--- config.mk ---
export PLATFORM = sky130hd
export DESIGN_NAME = regfile_wb_arbiter
export DESIGN_NICKNAME = d
export VERILOG_FILES = /design/src/rtl/wb_pkg.sv /design/src/rtl/regfile_wb_arbiter_rr_arbiter.sv /design/src/rtl/regfile_wb_arbiter.sv
export SDC_FILE = /design/constraint.sdc
export NUM_CORES = 1
export LEC_CHECK = 0
export BUFFER_PORTS_ARGS = -buffer_cell sky130_fd_sc_hd__buf_2
export CAP_MARGIN = 15
export CORE_MARGIN = 5
export CORE_UTILIZATION = 35
export CTS_CLUSTER_DIAMETER = 100
export DETAILED_ROUTE_END_ITERATION = 7
export GPL_ROUTABILITY_DRIVEN = 1
export SLEW_MARGIN = 20
export SYNTH_ARGS = -nofsm -noshare
export SYNTH_HDL_FRONTEND = slang
export SYNTH_SLANG_ARGS = --single-unit
--- constraint.sdc ---
create_clock -name clock -period 3.5 [get_ports clock]
set_clock_uncertainty 0.15 [all_clocks]
set_input_delay 0.175 -clock clock [delete_from_list [all_inputs] [get_ports clock]]
set_output_delay 0.175 -clock clock [all_outputs]
set_load 0.1 [all_outputs]
--- src/rtl/wb_pkg.sv ---
// Shared widths, constants and write-request type for the register-file writeback path.
package wb_pkg;
  localparam int ADDR_W   = 5;
  localparam int DATA_W   = 32;
  localparam int NUM_REQ  = 3;
  localparam int REG_ZERO = 0;

  typedef struct packed {
    logic [ADDR_W-1:0] reg_idx;
    logic [DATA_W-1:0] data;
  } wr_req_t;
endpackage

--- src/rtl/regfile_wb_arbiter_rr_arbiter.sv ---
// Combinational round-robin picker: first valid index at or after ptr, wrapping.
// Zero latency; stall forces an all-zero grant.
module rr_arbiter #(
  parameter int NUM_REQ = 3,
  parameter int PTR_W   = $clog2(NUM_REQ)
) (
  input  logic [NUM_REQ-1:0] valid,
  input  logic [PTR_W-1:0]   ptr,
  input  logic               stall,
  output logic [NUM_REQ-1:0] grant
);
  int               idx;
  logic [PTR_W-1:0] sel;
  logic             found;

  always_comb begin
    grant = '0;
    found = 1'b0;
    idx   = 0;
    sel   = '0;
    for (int k = 0; k < NUM_REQ; k++) begin
      idx = int'(ptr) + k;
      if (idx >= NUM_REQ) idx = idx - NUM_REQ;
      sel = PTR_W'(idx);
      if (!stall && !found && valid[sel]) begin
        grant[sel] = 1'b1;
        found      = 1'b1;
      end
    end
  end
endmodule

--- src/rtl/regfile_wb_arbiter.sv ---
// Round-robin write-port arbiter with a one-entry registered output stage (1 cycle grant-to-write).
// Optional read bypass from the output stage when WB_BYPASS_EN is defined; ctrl_stall or reset blocks all grants.
module regfile_wb_arbiter #(
  parameter int NUM_REQ = wb_pkg::NUM_REQ,
  parameter int DATA_W  = wb_pkg::DATA_W,
  parameter int ADDR_W  = wb_pkg::ADDR_W
) (
  input  logic                      clock,
  input  logic                      ctrl_reset,
  input  logic                      ctrl_stall,
  input  logic [NUM_REQ-1:0]        req_valid,
  input  logic [NUM_REQ*ADDR_W-1:0] req_reg,
  input  logic [NUM_REQ*DATA_W-1:0] req_data,
  output logic [NUM_REQ-1:0]        req_ready,
  output logic                      ctrl_writeEnable,
  output logic [ADDR_W-1:0]         ctrl_writeReg,
  output logic [DATA_W-1:0]         data_writeReg
`ifdef WB_BYPASS_EN
  ,
  input  logic [ADDR_W-1:0]         ctrl_readRegA,
  input  logic [ADDR_W-1:0]         ctrl_readRegB,
  output logic                      fwd_hitA,
  output logic                      fwd_hitB,
  output logic [DATA_W-1:0]         fwd_dataA,
  output logic [DATA_W-1:0]         fwd_dataB
`endif
);
  import wb_pkg::*;

  localparam int PTR_W = $clog2(NUM_REQ);

  logic [PTR_W-1:0]   ptr_q, ptr_d;
  logic               we_q, we_d;
  logic [ADDR_W-1:0]  wreg_q, wreg_d;
  logic [DATA_W-1:0]  wdat_q, wdat_d;
  logic               arb_block;
  logic [NUM_REQ-1:0] grant;

  // While reset is held no requester may see a ready, even though flops are already clear.
  assign arb_block = ctrl_stall | ~ctrl_reset;

  rr_arbiter #(.NUM_REQ(NUM_REQ), .PTR_W(PTR_W)) u_rr_arbiter (
    .valid (req_valid),
    .ptr   (ptr_q),
    .stall (arb_block),
    .grant (grant)
  );

  assign req_ready = grant;

  always_comb begin
    ptr_d  = ptr_q;
    we_d   = 1'b0;
    wreg_d = wreg_q;
    wdat_d = wdat_q;
    for (int i = 0; i < NUM_REQ; i++) begin
      if (grant[i]) begin
        ptr_d  = (i == NUM_REQ - 1) ? '0 : PTR_W'(i + 1);
        wreg_d = req_reg[i*ADDR_W +: ADDR_W];
        wdat_d = req_data[i*DATA_W +: DATA_W];
        we_d   = (req_reg[i*ADDR_W +: ADDR_W] != ADDR_W'(REG_ZERO));
      end
    end
  end

  always_ff @(posedge clock or negedge ctrl_reset) begin
    if (!ctrl_reset) begin
      ptr_q  <= '0;
      we_q   <= 1'b0;
      wreg_q <= '0;
      wdat_q <= '0;
    end else begin
      ptr_q  <= ptr_d;
      we_q   <= we_d;
      wreg_q <= wreg_d;
      wdat_q <= wdat_d;
    end
  end

  assign ctrl_writeEnable = we_q;
  assign ctrl_writeReg    = wreg_q;
  assign data_writeReg    = wdat_q;

`ifdef WB_BYPASS_EN
  // we_q is never set for register 0, so a read of r0 cannot hit.
  assign fwd_hitA  = we_q && (ctrl_readRegA == wreg_q);
  assign fwd_hitB  = we_q && (ctrl_readRegB == wreg_q);
  assign fwd_dataA = fwd_hitA ? wdat_q : '0;
  assign fwd_dataB = fwd_hitB ? wdat_q : '0;
`endif
endmodule
# After elaboration in Yosys (flattened, before gate mapping)

Index checks and enable logic that the tools add are counted.

Add/sub/neg operators: 5
$mul: 0
Divide/modulo/power cells: 0
$lt $le $gt $ge: 9
Equal/unequal tests: 0
Shift-type cells: 0
Muxes and demuxes: 32
Bitwise gates (word level): 4
Reduce and logical (&&, ||, !) cells: 15

Operators by type and width:

| cell                | number |
|---|---|
| $mux 32             | 3 |
| $mux 5              | 3 |
| $reduce_bool 5->1   | 3 |
| $mux 2              | 6 |
| $mux 1              | 11 |
| $lt 2x3->1 const B  | 3 |
| $mux 3              | 3 |
| $logic_and 1x1->1   | 8 |
| $bmux 1 s2          | 3 |
| $demux 1 s2         | 3 |
| $ge 2x1->1 const B  | 3 |
| $ge 3x2->1 const B  | 2 |
| $or 3x3->3          | 2 |
| $sub 2x1->2 const B | 2 |
| $add 2x1->3 const B | 1 |
| $add 2x2->3 const B | 1 |
| $logic_not 1->1     | 3 |
| $reduce_bool 3->1   | 1 |
| $ge 2x2->1 const B  | 1 |
| $sub 2x2->2 const B | 1 |
| $not 1->1           | 1 |
| $or 1x1->1          | 1 |

Bits in registers: 40
Bits in latches: 0
Bits in writable memories: 0
Memory bits (read-only): 0
Word-level logic and storage cells: 69
Memories: 0

# Longest topological paths before layout

Word-level depth: 17
Depth in mapped cells: 11
Mapped depth without buffers: 8

# Modules after synthesis

From an unflattened synthesis, not the netlist that was laid out.

Cell total of the unflattened synthesis: 290
Area, all modules: 2585.0 um^2

Modules (own cells, without submodules):

| module             | times used | cells each | area each (um^2) |
|---|---|---|---|
| regfile_wb_arbiter | 1          | 253        | 2322.2 |
| rr_arbiter         | 1          | 37         | 262.8 |

# Worst setup path before layout

No wires, ideal clock.

Path kind: register to register
Start point: register ptr_q[0]
End point: register wdat_q[16] (netlist: data_writeReg[16])
Setup time: 126 ps
Data arrival time: 3181 ps
Path slack: 42 ps
Stages on the path, launching flop included: 11
Path buffers: 3
Period minus slack after synthesis: 3458 ps
Path through: dfrtp_1 -> inv_1 -> ha_1 -> buf_2 -> nor3b_1 -> a32oi_2 -> o211ai_2 -> o31a_1 -> buf_6 -> buf_6 -> mux2_4

Cells in the longest elaborated chain, start to end: 16
Elaborated cells on any way between the ends: 49

Ends and longest elaborated chain:

| element                                              | RTL line                            | RTL |
|---|---|---|
| from (decl)                                          | regfile_wb_arbiter.sv:32            | `logic [PTR_W-1:0] ptr_q, ptr_d;` |
| from (signal assigned)                               | regfile_wb_arbiter.sv:73            | `ptr_q <= ptr_d;` |
| branches (longest 13 deep; another with $add 2x1->3) | n/a                                 |  |
| $mux 3 *                                             | regfile_wb_arbiter_rr_arbiter.sv:25 | `if (!stall && !found && valid[sel]) begin` |
| via req_ready[1]                                     | regfile_wb_arbiter.sv:14            | `output logic [NUM_REQ-1:0] req_ready,` |
| $mux 32 (2 in a row)                                 | regfile_wb_arbiter.sv:57            | `if (grant[i]) begin` |
| to (signal assigned)                                 | regfile_wb_arbiter.sv:76            | `wdat_q <= wdat_d;` |
| to (decl)                                            | regfile_wb_arbiter.sv:35            | `logic [DATA_W-1:0] wdat_q, wdat_d;` |

Mark *: on every way through the listed nets, which the timed path passes. The select of a mux whose other input is x is not followed.
A chain may end at the register's enable or synchronous reset.

# Worst setup path after layout

Start point: register ptr_q[0]
End point: output req_ready[0]

Cells in the longest elaborated chain, start to end: 14
Elaborated cells on any way between the ends: 46

Ends and longest elaborated chain:

| element                                              | RTL line |
|---|---|
| branches (longest 13 deep; another with $add 2x1->3) | n/a |
| $mux 3 *                                             | regfile_wb_arbiter_rr_arbiter.sv:25 |
| to (decl)                                            | regfile_wb_arbiter.sv:14 |

Every way passes the cells marked *. The select of a mux whose other input is x is not followed.

==> results.json <==
{
  "status": "finished, final reports clean",
  "final.fill_count": 1124,
  "core_um2": 10940,
  "dieArea_um2": 13480,
  "r2r_cells": 8,
  "max_slew_margin": 0.4758,
  "num_vias": 4404,
  "antennaDiodeCount": 0,
  "max_stage_delay_ns": 0.46,
  "firstDrtPassIters": 5,
  "crit_fanout": 10,
  "min_period_over_period": 0.9373,
  "tightestPinTransition_ns": 0.7863,
  "placed_area_um2": 4808,
  "num_rows": 38,
  "max_cap_violations": 0,
  "hold_viol": 0,
  "synth_compound_area_frac": 0.3622,
  "post_route_cells_drive_above_1_share": 0.3986,
  "crit_path_cell_trace": "inv_1 -> ha_1 -> nor3b_1 -> a2bb2oi_1 -> o2111a_1 -> o21ai_0 -> and2_1 -> buf_2",
  "synthesis.nets": 589,
  "track_usage": 0.2092,
  "initialDrtViolationCount": 408,
  "combinational_family_with_the_most_area_after_synthesis": "compound AO/OA/AOI/OAI gates",
  "main_synth_ff_type": "dfrtp_1",
  "synth.cell_area_um2": 3941,
  "route.met2.wl_mm": 6.716,
  "tritoncts": "yes",
  "h-tree-depth": 2,
  "wl_mm": 14.30,
  "postLayoutCoreUtil": 0.4562,
  "finish.instance_area_um2": 4989,
  "synth.yosys.warnings": 0,
  "synth-simple-area-share": 0.1530,
  "leakage_nw": 2.106,
  "synth.ff_latch_count": 40,
  "num_io_pins": 158,
  "power_switching_w": 0.003196,
  "slew_violations": 0,
  "synth_mux_area_frac": 0.1327,
  "worstPathArrival_ns": 2.96,
  "synth_fa_ha_area_frac": 0.01270,
  "mostFrequentLayoutCell": "buf_2",
  "chipWidth_um": 116.1,
  "count_of_flip_flops_with_a_built_in_enable_after_synthesis": 0,
  "worst_hold_path_type": "in -> reg",
  "rsz0062_at_grt": "no",
  "clock-sinks": 40,
  "drcViolationCount": 0,
  "grt_antenna_before_repair": 0,
  "setup_viol_count_final": 0,
  "crit_required_ns": 3.17,
  "power.internal_w": 0.001975,
  "postSynth.asyncResetShare": 1.000,
  "grt_pass1_vias": 4398,
  "post_synth.cell_area_avg_um2": 8.422,
  "globalplace.congestion": 0.8619,
  "grt_first_pass_wirelength_mm": 22.45,
  "post_synth_cell_types": 40,
  "synth_sequential_area_ratio": 0.2540,
  "register_cell_area_after_layout_um2": 1001,
  "fmax_ghz": 0.3048,
  "routed-wl-met3_mm": 1.061,
  "p_sw_frac": 0.6181,
  "timing.setup.critical_path_class": "reg -> out",
  "final_cell_count_no_fill": 722,
  "floorplan.initialDensity": 0.3604,
  "dieHeight_um": 116.1,
  "detail_route.wl_per_cell_um": 19.80,
  "synth_xor_area_frac": 0,
  "final_cell_mix": "buf_2, o21ai_0, a21oi_1, dfrtp_1, nand3_1",
  "crit_slowest_cell": "nor3b_1",
  "met1Wirelength_mm": 6.141,
  "detail-route-antenna-nets": 0,
  "timing.final.crit_period_ns": 3.281,
  "postCtsSetupRepairBufs": 0,
  "area_delta_synth_final_pct": 26.57,
  "grt_start_max_net_pins": 75,
  "cts_buffers": 5,
  "nets": 702,
  "critical_path.startpoint_type": "flop",
  "placed_cells_incl_taps": 713,
  "multiInputGateArea_um2": 2655,
  "insertion_delay_ns": 0.29,
  "via_per_inst": 6.100,
  "pwr-share-clk": 0.105,
  "setup-tns-final_ns": 0,
  "io_buffers": 157,
  "power.combinational.fraction": 0.731,
  "ir_worst_vdd_v": 0.0007306,
  "clk_pin_slew_ns": 0.07,
  "topRoutingLayerUsed": "met4",
  "cts_buffer_depth": 2,
  "cts_root_buffer": "clkbuf_16",
  "min_delay_path_depth": 3,
  "detailedPlacementHpwl_mm": 9.918,
  "netlist_instances": 468,
  "globalRouteOverflowTotal": 0,
  "crit_path_end_kind": "output port",
  "total_power_w": 0.005171,
  "sequentialPowerShare": 0.163,
  "power_density_nw_per_um2": 1037
}
[per-layer routing]
metal / up-vias / track usage
li1: 2073 / -
met1: 2100 / 0.2737
met2: 201 / 0.3437
met3: 30 / 0.04145
met4: 0 / 0.07579
met5: - / 0
[Yosys cell counts, drive strengths merged (2+ instances only)]
library cell   n  area, um^2
nand2          6       25.03
a2111oi        2       37.54
and3b          2       17.52
nand3b         2       15.01
clkbuf        45       168.9
o21ai         45       225.2
a21oi         40       200.2
o2111ai       37       324.1
or4            4       30.03
nor3           2       10.01
and2           3       18.77
mux2i          2       20.02
and3          37       231.5
mux2          38       503.0
nor2b          4       32.53
nor2           2       7.510
buf           23       148.9
a31oi         38       237.7
ha             4       50.05
nand3         39       195.2
o31a          38       332.8
dfrtp         40        1001
inv            5       18.77
[sequential cells by signal, summed over array words and instances (netlist names)]
register          count
data_writeReg        32
ctrl_writeReg         5
ptr_q                 2
ctrl_writeEnable      1
[worst max-delay path, delay by kind of cell, from the launching register on]
| family | cells | cell delay [ns] |
|---|---|---|
| fa+ha+maj | 1 | 0.40 |
| compound gates | 3 | 0.70 |
| flops | 1 | 0.40 |
| buf+inv | 2 | 0.51 |
| simple gates | 2 | 0.65 |
[kinds of logic after synthesis]
group / count (synthesis)
AOI/OAI and AO/OA: 207
DFF: 40
adders and majority gates: 4
muxes: 40
and+or+nand+nor: 104
buffers and inverters: 73
[repair_timing]
item	4_1_cts	5_1_grt
hold buffers	1	0
resized for setup	0	1
endpoints found under the hold margin	18	0
setup endpoints to repair	0	1
[layout make-up]
type,instances,area share
multi-input cells,355,0.5322
flip-flops and latches,40,0.2007
repair buffers,174,0.1946
well taps,140,0.03511
clock buffers,5,0.02508
clock inverters,3,0.008528
inverters,5,0.003762
[final timing paths]
kind | slack [ns] | endpoint | startpoint
hold reg to reg | 0.36 | data_writeReg[23] | data_writeReg[23]
setup / recovery | 0.22 | req_ready[0] | ptr_q[0]
min in group asynchronous | 0.22 | ctrl_writeEnable | ctrl_reset
setup reg to reg | 0.33 | ctrl_writeReg[4] | ptr_q[1]
hold / removal | 0.04 | ctrl_writeEnable | req_reg[13]
max in group asynchronous | 2.28 | data_writeReg[21] | ctrl_reset
[power groups by stage]
stage | clock network (W) | logic [W] | registers, W
floorplan | 0 | 0.00146 | 0.00246
global placement | 0 | 0.00372 | 0.000845
detailed placement | 0 | 0.00378 | 0.000846
CTS | 0.000556 | 0.00378 | 0.000845
global route | 0.000571 | 0.00397 | 0.000877
finish | 0.000546 | 0.00378 | 0.000844
[per-stage QoR]
step / setup slack (ns) / hold WS [ns]
after floorplan: 0.04227 / -0.2706
after global placement: 0.4312 / 0.005793
after detailed placement: 0.3373 / 0.02404
after CTS: 0.07719 / 0.04031
after global routing: 0.1129 / 0.04998
final: 0.2194 / 0.04417
Power figures use the tool's default switching activity.
